==> config.mk <==
export PLATFORM = sky130hd
export DESIGN_NAME = sum_diff_unit
export DESIGN_NICKNAME = d
export VERILOG_FILES = /design/src/rtl/sd_pkg.sv /design/src/rtl/rca_adder.sv /design/src/rtl/sum_diff_unit.sv
export SDC_FILE = /design/constraint.sdc
export NUM_CORES = 1
export LEC_CHECK = 0
export ABC_CLOCK_PERIOD_IN_PS = 2450
export BUFFER_PORTS_ARGS = -buffer_cell sky130_fd_sc_hd__buf_2
export CAP_MARGIN = 20
export CORE_MARGIN = 2
export CORE_UTILIZATION = 23
export DETAILED_ROUTE_END_ITERATION = 8
export PLACE_DENSITY_LB_ADDON = 0.1
export RECOVER_POWER = 25
export SYNTH_ARGS = -nofsm -noshare
export SYNTH_HDL_FRONTEND = slang
export SYNTH_SLANG_ARGS = --single-unit
export TNS_END_PERCENT = 5
==> constraint.sdc <==
create_clock -name clk -period 2.45 [get_ports clk]
set_input_delay 0.1225 -clock clk [delete_from_list [all_inputs] [get_ports clk]]
set_output_delay 0.1225 -clock clk [all_outputs]
set_load 0.01 [all_outputs]
==> src/rtl/sd_pkg.sv <==
`default_nettype none
// ============================================================================
// Package     : sd_pkg
// Description : Shared types and constants for the sum/difference unit.
// Revision    : 1.0 - initial release
// ============================================================================
package sd_pkg;

  // Operation select; the encoding doubles as the adder carry-in.
  typedef enum logic {
    OP_SUM  = 1'b0,
    OP_DIFF = 1'b1
  } op_e;

  localparam int DEFAULT_WIDTH = 4;

endpackage : sd_pkg
`default_nettype wire

==> src/rtl/rca_adder.sv <==
`default_nettype none
// ============================================================================
// Module      : rca_adder
// Description : WIDTH-bit ripple-carry adder built from full-adder cells,
//               with carry-out and two's-complement overflow.
// Revision    : 1.0 - initial release
// ============================================================================
module rca_adder #(
  parameter int WIDTH = 4
) (
  input  logic [WIDTH-1:0] a,
  input  logic [WIDTH-1:0] b,
  input  logic             cin,
  output logic [WIDTH-1:0] sum,
  output logic             cout,
  output logic             ovf
);

  // Carry chain: entry 0 is the carry-in, entry WIDTH is the carry-out.
  logic [WIDTH:0] w_carry;

  assign w_carry[0] = cin;

  generate
    for (genvar gi = 0; gi < WIDTH; gi++) begin : g_fa
      assign sum[gi]          = a[gi] ^ b[gi] ^ w_carry[gi];
      assign w_carry[gi + 1]  = (a[gi] & b[gi]) | (a[gi] & w_carry[gi]) | (b[gi] & w_carry[gi]);
    end
  endgenerate

  assign cout = w_carry[WIDTH];

  // Overflow: both addends share a sign and the result sign differs from it.
  assign ovf  = (a[WIDTH-1] == b[WIDTH-1]) && (sum[WIDTH-1] != a[WIDTH-1]);

endmodule : rca_adder
`default_nettype wire

==> src/rtl/sum_diff_unit.sv <==
`default_nettype none
// ============================================================================
// Module      : sum_diff_unit
// Description : Registered adder/subtractor. check=0 gives n1+n2, check=1
//               gives n1-n2 (modulo 2^WIDTH) with carry and signed-overflow
//               flags, one cycle after a valid input.
// Revision    : 1.0 - initial release
// ============================================================================
module sum_diff_unit
  import sd_pkg::*;
#(
  parameter int WIDTH = DEFAULT_WIDTH
) (
  input  logic             clk,
  input  logic             rst,
  input  logic             in_valid,
  input  logic [WIDTH-1:0] n1,
  input  logic [WIDTH-1:0] n2,
  input  logic             check,
  output logic             out_valid,
  output logic [WIDTH-1:0] out,
  output logic             cout,
  output logic             ovf
);

  op_e              w_op;
  logic [WIDTH-1:0] w_b;
  logic             w_cin;
  logic [WIDTH-1:0] w_sum;
  logic             w_cout;
  logic             w_ovf;

  logic             out_valid_d, out_valid_q;
  logic [WIDTH-1:0] out_d, out_q;
  logic             cout_d, cout_q;
  logic             ovf_d, ovf_q;

  // Subtraction is addition of the inverted operand with a carry-in of one.
  always_comb begin
    w_op  = op_e'(check);
    w_b   = n2 ^ {WIDTH{w_op == OP_DIFF}};
    w_cin = (w_op == OP_DIFF);
  end

  rca_adder #(
    .WIDTH (WIDTH)
  ) u_rca_adder (
    .a    (n1),
    .b    (w_b),
    .cin  (w_cin),
    .sum  (w_sum),
    .cout (w_cout),
    .ovf  (w_ovf)
  );

  // Capture a new result on valid input; otherwise hold the last result.
  always_comb begin
    out_valid_d = in_valid;
    out_d       = out_q;
    cout_d      = cout_q;
    ovf_d       = ovf_q;
    if (in_valid) begin
      out_d  = w_sum;
      cout_d = w_cout;
      ovf_d  = w_ovf;
    end
  end

  // Output registers with synchronous reset taking priority over valid.
  always_ff @(posedge clk) begin
    if (rst) begin
      out_valid_q <= 1'b0;
      out_q       <= '0;
      cout_q      <= 1'b0;
      ovf_q       <= 1'b0;
    end else begin
      out_valid_q <= out_valid_d;
      out_q       <= out_d;
      cout_q      <= cout_d;
      ovf_q       <= ovf_d;
    end
  end

  assign out_valid = out_valid_q;
  assign out       = out_q;
  assign cout      = cout_q;
  assign ovf       = ovf_q;

endmodule : sum_diff_unit
`default_nettype wire

Word level (Yosys, flattened, before mapping) --
Index checks and enable logic that the tools add are counted.
Word-level totals: bits of input ports 12, word-level logic and storage cells 36, register bits 7, output and inout port bits 7
Cells by class: reduce and logical (&&, ||, !) cells 1, bitwise operators 29, eq/ne operators 2
Operators by type and width (number):
- 1-bit AND | 12
- 1-bit OR | 8
- 1-bit XOR | 8
- 4-bit XOR | 1
- 1-bit == test | 1
- 1-bit logical AND | 1
- 1-bit inequality test | 1

Depth between registers and ports, before layout --
word-level depth 13, depth in mapped cells 8, gate-level depth less buffers 8

By module --
From an unflattened synthesis, not the netlist that was laid out.
Unflattened totals: cell total of the unflattened synthesis 42, area total of the unflattened synthesis 417.9 um^2
Modules (own cells, without submodules):
- sum_diff_unit | instances 1, area each 275.3 um^2, seq. area each 140.1 um^2, cells an instance 25
- rca_adder | instances 1, area each 142.6 um^2, seq. area each 0.0 um^2, cells an instance 17

Worst setup path after synthesis --
Ideal clock, no wire load.
path type input to register, start point input port n2[0], end point register ovf_q (netlist: ovf), library setup time 0.125 ns, buffers on the path 0, arrival 1.744 ns, required time 2.325 ns, path slack 0.581 ns, stages 8, cell sequence mux2_2 > fa_1 > inv_1 > fa_1 > inv_1 > fa_1 > xnor2_1 > o32ai_1
On the way: cells in the longest elaborated chain, start to end 13, elaborated cells between the ends (all ways) 16, classes of those cells 1 x eq/ne; 14 x bitwise; 1 x reduce/logical
RTL lines:
- start: declaration | line sum_diff_unit.sv:18 | input logic [WIDTH-1:0] n2,
- 4-bit XOR * | line sum_diff_unit.sv:41 | w_b = n2 ^ {WIDTH{w_op == OP_DIFF}};
- 1-bit AND | line rca_adder.sv:27 | assign w_carry[gi + 1] = (a[gi] & b[gi]) | (a[gi] & w_carry[gi]) | (b[gi] & w_carry[gi]);
- 1-bit OR | line rca_adder.sv:27
- 1-bit OR * | line rca_adder.sv:27
- 1-bit AND | line rca_adder.sv:27
- 1-bit OR | line rca_adder.sv:27
- 1-bit OR * | line rca_adder.sv:27
- 1-bit AND | line rca_adder.sv:27
- 1-bit OR | line rca_adder.sv:27
- 1-bit OR * | line rca_adder.sv:27
- 1-bit XOR * | line rca_adder.sv:26 | assign sum[gi] = a[gi] ^ b[gi] ^ w_carry[gi];
- net u_rca_adder.sum[3] | line rca_adder.sv:14 | output logic [WIDTH-1:0] sum,
- 1-bit inequality test * | line rca_adder.sv:34 | assign ovf = (a[WIDTH-1] == b[WIDTH-1]) && (sum[WIDTH-1] != a[WIDTH-1]);
- 1-bit logical AND * | line rca_adder.sv:34
- end signal: assignment | line sum_diff_unit.sv:80 | ovf_q <= ovf_d;
- end: declaration | line sum_diff_unit.sv:36 | logic ovf_d, ovf_q;
Mark *: on every way through the listed nets, which the timed path passes. The rest lies on a longest branch. A chain may end at the register's enable or synchronous reset.

Final worst setup path --
Same ends and word-level chain as after synthesis.

==> flow_results.xml <==
<?xml version="1.0" encoding="UTF-8"?>
<metrics>
  <group name="outcome">
    <metric name="run_status" unit="">completed</metric>
  </group>
  <group name="clocking">
    <metric name="numCtsBuffers" unit="">3</metric>
    <metric name="post_cts_resized" unit="">0</metric>
    <metric name="cts_tree" unit="">done</metric>
    <metric name="clkTransAtPathRegs" unit="ns">0.06</metric>
    <metric name="clock_insertion_delay_worst_skew" unit="ns">0.25</metric>
    <metric name="cts_setup_buffers" unit="">0</metric>
    <metric name="max-clock-path-buffers" unit="">2</metric>
    <metric name="cts_root_buf" unit="">sky130_fd_sc_hd__clkbuf_4</metric>
    <metric name="clock-sinks" unit="">7</metric>
    <metric name="holdBufCountCts" unit="">0</metric>
    <metric name="h-tree-depth" unit="">1</metric>
  </group>
  <group name="drt">
    <metric name="detailroute.via_count" unit="">285</metric>
    <metric name="route.detailed.drc" unit="">0</metric>
    <metric name="routed_via_density" unit="">3.96</metric>
    <metric name="detail_route.iter0.violations" unit="">0</metric>
    <metric name="drtPass1Iterations" unit="">1</metric>
    <metric name="postRouteAntennaNets" unit="">0</metric>
    <metric name="drt_wl_total" unit="um">655</metric>
    <metric name="avgRoutedWirePerCell" unit="um">9.10</metric>
  </group>
  <group name="critical_path">
    <metric name="setup.worst_path.class" unit="">in -&gt; reg</metric>
    <metric name="type_of_element_capturing_the_critical_path" unit="">flip-flop</metric>
    <metric name="worst_setup_path_start_kind" unit="">input pin</metric>
    <metric name="path_max_fanout" unit="">2</metric>
    <metric name="ff2ff_setup_slack" unit="ns">1.76</metric>
    <metric name="worstPathArrival" unit="ns">1.95</metric>
    <metric name="ff2ff_path_depth" unit="">2</metric>
    <metric name="critPathRequiredTime" unit="ns">2.57</metric>
    <metric name="reg2reg_to" unit="">ovf</metric>
    <metric name="reg2reg_from" unit="">ovf</metric>
  </group>
  <group name="global_route">
    <metric name="groute.usage.overall" unit="%">7.78</metric>
    <metric name="antenna_found_initial" unit="">0</metric>
    <metric name="grt.overflow.total" unit="">0</metric>
    <metric name="first_global_vias" unit="">252</metric>
    <metric name="grt_start_max_net_pins" unit="">11</metric>
    <metric name="grt_pass1_wl" unit="mm">1.09</metric>
  </group>
  <group name="min_path">
    <metric name="timing.hold.worst.start" unit="">rst</metric>
    <metric name="min_to" unit="">out[3]</metric>
    <metric name="whs_path_depth" unit="">2</metric>
    <metric name="hold_path.class" unit="">in -&gt; reg</metric>
  </group>
  <group name="floorplan">
    <metric name="floorplan.initialDensity" unit="%">25.0</metric>
    <metric name="die-area" unit="um2">2000</metric>
    <metric name="die_height" unit="um">44.7</metric>
    <metric name="placement_rows" unit="">14</metric>
    <metric name="die_width" unit="um">44.7</metric>
    <metric name="area_of_the_core" unit="um2">1520</metric>
    <metric name="pin_count" unit="">19</metric>
  </group>
  <group name="logic_synthesis">
    <metric name="ys_seq_elements" unit="">7</metric>
    <metric name="netlist-cell-type-count" unit="">14</metric>
    <metric name="syn-mean-instance-area" unit="um2">10.9</metric>
    <metric name="post-synth-top-area-fraction" unit="%">36.7</metric>
    <metric name="mappedNetlistArea" unit="um2">382</metric>
    <metric name="synthTopCellsByArea" unit="">sky130_fd_sc_hd__dfxtp_1 (37%), sky130_fd_sc_hd__fa_1 (16%), sky130_fd_sc_hd__mux2i_1 (7.9%)</metric>
    <metric name="syn_nets" unit="">51</metric>
    <metric name="synth_top_cell_by_area" unit="">sky130_fd_sc_hd__dfxtp_1</metric>
    <metric name="ys_warn_count" unit="">0</metric>
    <metric name="postSynthCellCount" unit="">35</metric>
    <metric name="ys_seq_area_share" unit="%">36.7</metric>
  </group>
  <group name="sta">
    <metric name="hold_viol_final" unit="">0</metric>
    <metric name="final_min_period_over_clock_period" unit="%">74.8</metric>
    <metric name="setup_viol_count_final" unit="">0</metric>
    <metric name="layout_min_cycle_time" unit="ns">1.83</metric>
    <metric name="slew-limit-headroom" unit="%">69.3</metric>
    <metric name="rsz_0062_raised_after_global_routing" unit="">false</metric>
    <metric name="totalNegativeSetupSlack" unit="ns">0</metric>
    <metric name="maxClockFrequency" unit="MHz">545</metric>
    <metric name="worst_pin_slew" unit="ns">0.461</metric>
    <metric name="drv_slew" unit="">0</metric>
    <metric name="final.setup_skew" unit="ns">0</metric>
  </group>
  <group name="cells_and_area">
    <metric name="area_growth_syn_to_layout" unit="%">32.1</metric>
    <metric name="insertedDiodeCount" unit="">0</metric>
    <metric name="post_route_cells_drive_above_1_share" unit="%">35.7</metric>
    <metric name="final_nets" unit="">73</metric>
    <metric name="layout.cells.non_filler" unit="">72</metric>
  </group>
  <group name="power_and_ir_drop">
    <metric name="power.static_leakage" unit="uW">0.000245</metric>
    <metric name="ir_worst_vdd" unit="mV">0.169</metric>
    <metric name="power_density" unit="nW/um2">628</metric>
    <metric name="finalPower" unit="uW">317</metric>
  </group>
  <group name="placed_design">
    <metric name="io_buffers" unit="">18</metric>
    <metric name="routabilityCongestion" unit="">0.609</metric>
    <metric name="post-place-cells" unit="">68</metric>
  </group>
  <group name="flow_run">
    <metric name="drv.max_cap_violation_count" unit="">0</metric>
  </group>
</metrics>
==> flip-flops by register name, indices dropped and copies added, names as in the netlist <==
name       count
cout           1
out            4
out_valid      1
ovf            1
==> cells in the mapped netlist <==
library cell	n
sky130_fd_sc_hd__dfxtp_1	7
sky130_fd_sc_hd__nor2_1	5
sky130_fd_sc_hd__inv_1	4
sky130_fd_sc_hd__fa_1	3
sky130_fd_sc_hd__mux2i_1	3
sky130_fd_sc_hd__xnor2_1	3
sky130_fd_sc_hd__a211oi_1	2
sky130_fd_sc_hd__xor2_1	2
sky130_fd_sc_hd__buf_6	1
sky130_fd_sc_hd__ha_1	1
sky130_fd_sc_hd__mux2_2	1
sky130_fd_sc_hd__nor2b_1	1
sky130_fd_sc_hd__o32ai_1	1
sky130_fd_sc_hd__or3b_1	1
==> how the worst max path moves through the flow <==
stage | start | end | slack (ns)
floorplan | n2[0] | ovf | 0.58
detailed placement | n2[0] | ovf | 0.37
finish | n2[0] | ovf | 0.62
global route | n2[0] | ovf | 0.55
CTS | n2[0] | ovf | 0.63
global placement | n2[0] | ovf | 0.38
==> logic make-up (layout without fill, tap and decap cells) <==
family / Yosys count / count (layout) / synth area share, %
xor gates and xnor gates: 5 / 5 / 11.5
and+or+nand+nor: 7 / 7 / 8.85
AOI/OAI and AO/OA: 3 / 3 / 6.23
adders and majority gates: 4 / 4 / 19.0
muxes: 4 / 4 / 10.8
buffers and inverters: 5 / 26 / 6.88
DFF: 7 / 7 / 36.7
==> final cells by class <==
cell class	instances	area (um2)
multi-input combinational	23	215
sequential	7	140
fill	169	1020
tap	16	20.0
timing repair buffer	18	87.6
clock buffer	4	26.3
inverter	4	15.0
==> critical path, stage by stage <==
cell                      delay, ns
sky130_fd_sc_hd__buf_2         0.10
sky130_fd_sc_hd__mux2_2        0.34
sky130_fd_sc_hd__fa_1          0.35
sky130_fd_sc_hd__inv_1         0.07
sky130_fd_sc_hd__fa_1          0.15
sky130_fd_sc_hd__inv_1         0.05
sky130_fd_sc_hd__fa_1          0.47
sky130_fd_sc_hd__xnor2_1       0.19
sky130_fd_sc_hd__o32ai_1       0.10
==> stage by stage <==
| stage | setup slack, ns | hold slack [ns] | utilization (%) | cell area (um2) |
|---|---|---|---|---|
| CTS | 0.632 | 0.140 | 33.3 | 507 |
| detailed placement | 0.372 | 0.405 | 31.5 | 480 |
| global placement | 0.379 | 0.406 | 31.5 | 480 |
| finish | 0.616 | 0.141 | 33.1 | 504 |
| global route | 0.550 | 0.149 | 33.1 | 504 |
| floorplan | 0.581 | 0.194 | - | 382 |
==> layout by cell type, fill, tap and decap left out <==
master / instances
sky130_fd_sc_hd__clkbuf_4: 3
sky130_fd_sc_hd__nor2_1: 5
sky130_fd_sc_hd__a211oi_1: 2
sky130_fd_sc_hd__clkbuf_1: 3
sky130_fd_sc_hd__ha_1: 1
sky130_fd_sc_hd__or3b_1: 1
sky130_fd_sc_hd__mux2i_1: 3
sky130_fd_sc_hd__nor2b_1: 1
sky130_fd_sc_hd__inv_1: 4
sky130_fd_sc_hd__dfxtp_1: 7
sky130_fd_sc_hd__fa_1: 3
sky130_fd_sc_hd__xnor2_1: 3
sky130_fd_sc_hd__o32ai_1: 1
sky130_fd_sc_hd__mux2_2: 1
sky130_fd_sc_hd__buf_2: 16
sky130_fd_sc_hd__xor2_1: 2
==> report_power, final <==
group	switching [uW]	internal, uW	leakage, uW	total (uW)
Clock	43.7	62.2	0.0000150	106
Combinational	40.6	39.8	0.000172	80.5
Sequential	4.75	126	0.0000579	130
Total	89.1	228	0.000245	317
==> layer usage <==
layer  vias to the layer above  track usage, %  part of all wire, %
met3                         0            4.00                   11
met2                        12            10.1                   40
met5                         -               0                    0
met1                       120            10.5                   49
li1                        153               -                    -
met4                         0            3.64                    0
Power figures use the tool's default switching activity.
